<file path="src/rtl/popcount_pipe.sv">
// Streaming masked popcount: pairwise adder tree with pipeline slices every REG_EVERY
// levels, bubble-collapsing valid/ready flow control and a per-frame running total.
module popcount_pipe #(
  parameter int NBITS     = 10,
  parameter int REG_EVERY = 2,
  parameter int ACCUM_W   = 16,
  localparam int LEVELS   = (NBITS > 1) ? $clog2(NBITS) : 1,
  localparam int STAGES   = (LEVELS + REG_EVERY - 1) / REG_EVERY,
  localparam int CNT_W    = $clog2(NBITS + 1)
) (
  input  logic               clk,
  input  logic               rst,
  input  logic               in_valid,
  output logic               in_ready,
  input  logic [NBITS-1:0]   in_data,
  input  logic [NBITS-1:0]   in_mask,
  input  logic               in_last,
  output logic               out_valid,
  input  logic               out_ready,
  output logic [CNT_W-1:0]   out_count,
  output logic [ACCUM_W-1:0] out_total,
  output logic               out_last
);

  localparam int TW = 2 ** LEVELS;

  logic [STAGES-1:0]  valid_q, last_q;
  logic [STAGES-1:0]  valid_in, last_in, stage_load, stage_en;
  logic [TW-1:0]      masked_w;
  logic [ACCUM_W-1:0] acc_q, total_q, total_d;

  assign masked_w = TW'(in_data & in_mask);

  // A stage may load when it is empty or everything downstream of it is moving.
  always_comb begin
    logic load_up;
    stage_load = '0;
    valid_in   = '0;
    last_in    = '0;
    load_up    = out_ready;
    for (int s = STAGES - 1; s >= 0; s--) begin
      stage_load[s] = !valid_q[s] || load_up;
      load_up       = stage_load[s];
    end
    valid_in[0] = in_valid;
    last_in[0]  = in_last;
    for (int s = 1; s < STAGES; s++) begin
      valid_in[s] = valid_q[s-1];
      last_in[s]  = last_q[s-1];
    end
    stage_en = stage_load & valid_in;
  end

  genvar gi, gj;
  generate
    for (gi = 0; gi <= LEVELS; gi++) begin : lv
      localparam int NN = 2 ** (LEVELS - gi);
      logic [gi:0] node [NN];
      if (gi == 0) begin : g_leaf
        for (gj = 0; gj < NN; gj++) begin : g_bit
          assign node[gj] = masked_w[gj];
        end
      end else begin : g_sum
        localparam int SI = (gi - 1) / REG_EVERY;
        logic [gi:0] psum [NN];
        // Each level is one bit wider than the last, so no partial sum can overflow.
        for (gj = 0; gj < NN; gj++) begin : g_add
          assign psum[gj] = {1'b0, lv[gi-1].node[2*gj]} + {1'b0, lv[gi-1].node[2*gj+1]};
        end
        if ((gi % REG_EVERY == 0) || (gi == LEVELS)) begin : g_reg
          always_ff @(posedge clk or posedge rst) begin
            if (rst) begin
              node <= '{default: '0};
            end else if (stage_en[SI]) begin
              node <= psum;
            end
          end
        end else begin : g_wire
          assign node = psum;
        end
      end
    end
  endgenerate

  assign total_d = acc_q + ACCUM_W'(lv[LEVELS].g_sum.psum[0]);

  always_ff @(posedge clk or posedge rst) begin
    if (rst) begin
      valid_q <= '0;
      last_q  <= '0;
      acc_q   <= '0;
      total_q <= '0;
    end else begin
      for (int s = 0; s < STAGES; s++) begin
        if (stage_load[s]) valid_q[s] <= valid_in[s];
        if (stage_en[s])   last_q[s]  <= last_in[s];
      end
      // A closing beat reports the full frame sum and leaves the accumulator empty.
      if (stage_en[STAGES-1]) begin
        total_q <= total_d;
        acc_q   <= last_in[STAGES-1] ? '0 : total_d;
      end
    end
  end

  assign in_ready  = stage_load[0];
  assign out_valid = valid_q[STAGES-1];
  assign out_last  = last_q[STAGES-1];
  assign out_count = CNT_W'(lv[LEVELS].node[0]);
  assign out_total = total_q;

endmodule

</file>
<file path="config.mk">
export PLATFORM = sky130hd
export DESIGN_NAME = popcount_pipe
export DESIGN_NICKNAME = d
export VERILOG_FILES = /design/src/rtl/popcount_pipe.sv
export SDC_FILE = /design/constraint.sdc
export NUM_CORES = 1
export LEC_CHECK = 0
export ABC_AREA = 1
export CAP_MARGIN = 5
export CORE_MARGIN = 1.5
export CORE_UTILIZATION = 50
export DETAILED_ROUTE_END_ITERATION = 12
export DONT_BUFFER_PORTS = 1
export SLEW_MARGIN = 40
export SYNTH_ARGS = -nofsm -noshare
export SYNTH_HDL_FRONTEND = slang
export SYNTH_SLANG_ARGS = --single-unit
</file>
<file path="constraint.sdc">
create_clock -name clk -period 3.2 [get_ports clk]
set_input_delay 0.32 -clock clk [delete_from_list [all_inputs] [get_ports clk]]
set_output_delay 0.32 -clock clk [all_outputs]
set_load 0.01 [all_outputs]
</file>
==> key figures <==
Global routing
  • Largest net degree at the start of global routing: 49
  • Vias in the first global route: around 2,000
  • Initial antenna violation count: 0
  • GRT overflow: 0
  • First-pass GRT wire length: between 9000 and 10,000 µm
  • Total track usage: 0.2026

STA
  • Worst-margin pin slew: approximately 0.58 ns
  • Post-Route Skew: about 0.0037 ns
  • RSZ-0062 raised after global routing: false
  • Setup tns final: 0 ns
  • Final Hold Viols: 0
  • Max Fclk: 327.6 MHz
  • Final min period: around 3.1 ns
  • Final setup fails: 0
  • Max-slew violation count: 0
  • Slew headroom: 0.6112
  • Final period util: 0.9540

Critical path
  • Crit path DAT: around 3.2 ns
  • CP required: between 3 and 4 ns
  • Critical-path cell list: ha_1, fa_1, ha_2, fa_2, xnor2_4, ha_4, nand2_1, nor2_1, nand2_1, nand2_2, nand3_1, nand3_1, nand2_1
  • Register-to-register setup slack: roughly 0.15 ns
  • Worst r2r src: lv[2].node[4]
  • Slowest-stage cell, CP: fa_1
  • CP most frequent cell: nand2_1
  • Critical Path Start Type: flip-flop
  • Critical path peak fanout: 5
  • Delay-heaviest family, CP: adder cells
  • Crit path kind: flip-flop to flip-flop
  • Critical Path End Type: flip-flop
  • RR Endpoint: out_total[15]
  • Crit path largest cell delay: roughly 0.46 ns
  • Worst reg2reg path depth: 13
  • Buf+Inv Stages, Crit Path: 0

Layout
  • Commonest non-fill, non-tap cell in the layout: nand2_1
  • Diodes inserted: 0
  • Non-Filler Instances: around 410
  • Area growth syn-to-layout: 8.960%
  • Fillers: 507
  • Final Cell Area: about 2900 µm²
  • Commonest non-fill, non-tap cells in the layout: 125 x nand2_1, 48 x dfrtp_1, 37 x inv_1
  • Layout cell share with drive strength beyond 1: 0.1065
  • # nets final: 384

CTS
  • H-tree level count: 2
  • Clock-pin slew on the worst setup and hold paths: around 0.080 ns
  • Insertion delay to the later sink of the worst-skew pair: approximately 0.30 ns
  • CTS Root Buffer Type: clkbuf_8
  • CTS tree: built
  • CTS Buf Count: 5
  • # clock sinks: 48
  • Clock Path Buffers: 2

Logic synthesis
  • Syn Inst Count: 335
  • Post-synthesis sequential area ratio: 0.4457
  • Syn avg cell area: approximately 8 µm²
  • Register bit total from synthesis: between 40 and 50
  • Syn_nets: 381
  • Distinct cell type count after synthesis: 27
  • Mapped Area: roughly 2700 µm²
  • Ys Warns: 0

Routing
  • Total Wirelength: ~5500 µm
  • Iter 0 DRT Violations: between 70 and 80
  • # DRC: 0
  • DR vias/cell: 5.135
  • Drt pass-1 iters: 4
  • Final ANT Viol Nets: 0
  • WL per Instance: 13.40 µm
  • Via count of the routed design: about 2,100

Pwr
  • Sequential power share: 0.435
  • Pwr per Cell Area: 643.5 nW/µm²
  • Clock Power Share: 0.202
  • Overall Power: 1.890 mW
  • Switching Fraction: 0.3656
  • P_sw: between 0.6 and 0.7 mW
  • Leakage Power: roughly 1.6 nW
  • Peak supply drop: roughly 0.47 mV
  • Pint: roughly 1.2 mW
  • Combinational share of power: 0.363

Hold path
  • Worst Hold Class: input pin to flip-flop
  • Endpoint, Worst Hold: last_q[0]
  • Hold Path Stages: 2
  • Hold Startpoint: in_last

Place
  • Hpwl dp: between 3000 and 4000 µm
  • Routability congestion estimate: between 0.7 and 0.8
  • # placed instances: between 300 and 400
  • Cell Area, Placed: around 2800 µm²
  • Port Buffers: 0

Die
  • Core area: a little over 5000 µm²
  • Chip width: 76.42 µm
  • Die area: around 5800 µm²
  • Initial Utilization: 0.5243
  • I/O pins: 48
  • Die height: around 76 µm
  • Rows: 26

Job
  • Maxcap violations: 0

Outcome
  • Status: completed
-- synthesized netlist by cell type --
master | n | area, µm²
nor2_1 | 12 | 45.04
xor2_1 | 1 | 8.760
xnor2_1 | 2 | 17.52
inv_1 | 38 | 142.6
mux2_2 | 6 | 67.56
or2_2 | 1 | 6.260
fa_1 | 6 | 120.1
nand2_1 | 129 | 484.2
clkbuf_1 | 1 | 3.750
a21oi_1 | 4 | 20.02
o21ai_1 | 6 | 30.03
clkinv_1 | 1 | 3.750
nand3_1 | 35 | 175.2
nor3_1 | 1 | 5.000
o22ai_1 | 2 | 12.51
a21oi_2 | 1 | 8.760
ha_1 | 15 | 187.7
nor3_2 | 1 | 10.01
or2_1 | 1 | 6.260
o21ai_0 | 4 | 20.02
buf_2 | 7 | 35.03
nor2_2 | 1 | 6.260
nand4_1 | 5 | 31.28
inv_2 | 3 | 11.26
nand3b_1 | 2 | 15.01
nand3_2 | 2 | 20.02
dfrtp_1 | 48 | 1201
-- power groups by stage --
| stage | Sequential (mW) | Clock, mW | Combinational [mW] |
|---|---|---|---|
| after detailed placement | 0.829 | 0 | 0.580 |
| final | 0.822 | 0.382 | 0.686 |
| after global placement | 0.830 | 0 | 0.576 |
| after CTS | 0.819 | 0.398 | 0.609 |
| after global routing | 0.835 | 0.423 | 0.782 |
| after floorplan | 0.803 | 0 | 0.468 |
-- metal layers --
layer,track usage,routed length (µm),part of all wire
met4,0.05741,65,0.012
met2,0.3554,2788,0.51
met1,0.2490,2388,0.44
met3,0.04671,224,0.041
met5,0,0,0
-- worst max-delay path by stage --
stage	from	endpoint	slack, ns	depth (start not counted)
6_report	lv[2].node[4]	out_total[15]	0.15	13
3_5_place_dp	lv[2].node[4]	out_total[15]	-0.009	13
5_1_grt	lv[2].node[4]	out_total[11]	0.02	13
4_1_cts	lv[2].node[4]	out_total[15]	0.004	13
3_3_place_gp	lv[2].node[4]	acc_q[10]	0.03	14
2_1_floorplan	lv[2].node[4]	acc_q[15]	0.27	13
-- logic make-up after synthesis --
family	Yosys count	synth area share
fa+ha+maj	21	0.1142
flops	48	0.4457
compound gates	17	0.03389
xor+xnor	3	0.009751
mux	6	0.02507
buf+inv	50	0.07288
simple gates	190	0.2985
-- flip-flops by register name (all words and copies together), names as in the netlist --
register,cells
acc_q,16
lv.node,12
out_total,16
valid_q,2
last_q,2
-- stage by stage --
stage | utilization | hold WS (ns) | setup slack, ns
floorplan | - | 0.4594 | 0.2704
global placement | 0.5353 | 0.4814 | 0.03197
detailed placement | 0.5358 | 0.3144 | -0.008972
CTS | 0.5599 | 0.1728 | 0.003975
global route | 0.5713 | 0.2121 | 0.01602
finish | 0.5713 | 0.1815 | 0.1471
-- what timing repair did --
action	CTS	global route
gates cloned	0	0
resized for setup	2	10
pin swaps	1	2
endpoints found under the setup margin	5	22
buffers inserted	1	1
hold endpoints to repair	48	0
hold buffers	1	0
-- final cells by class --
type / instances / area [µm²] / share of cell area
tap: 70 / 87.58 / 0.02983
inverter: 42 / 160.2 / 0.05454
clock buffer: 7 / 96.34 / 0.03281
sequential: 48 / 1201 / 0.4090
timing repair buffer: 4 / 32.53 / 0.01108
multi-input combinational: 237 / 1359 / 0.4627
Power figures use the tool's default switching activity.
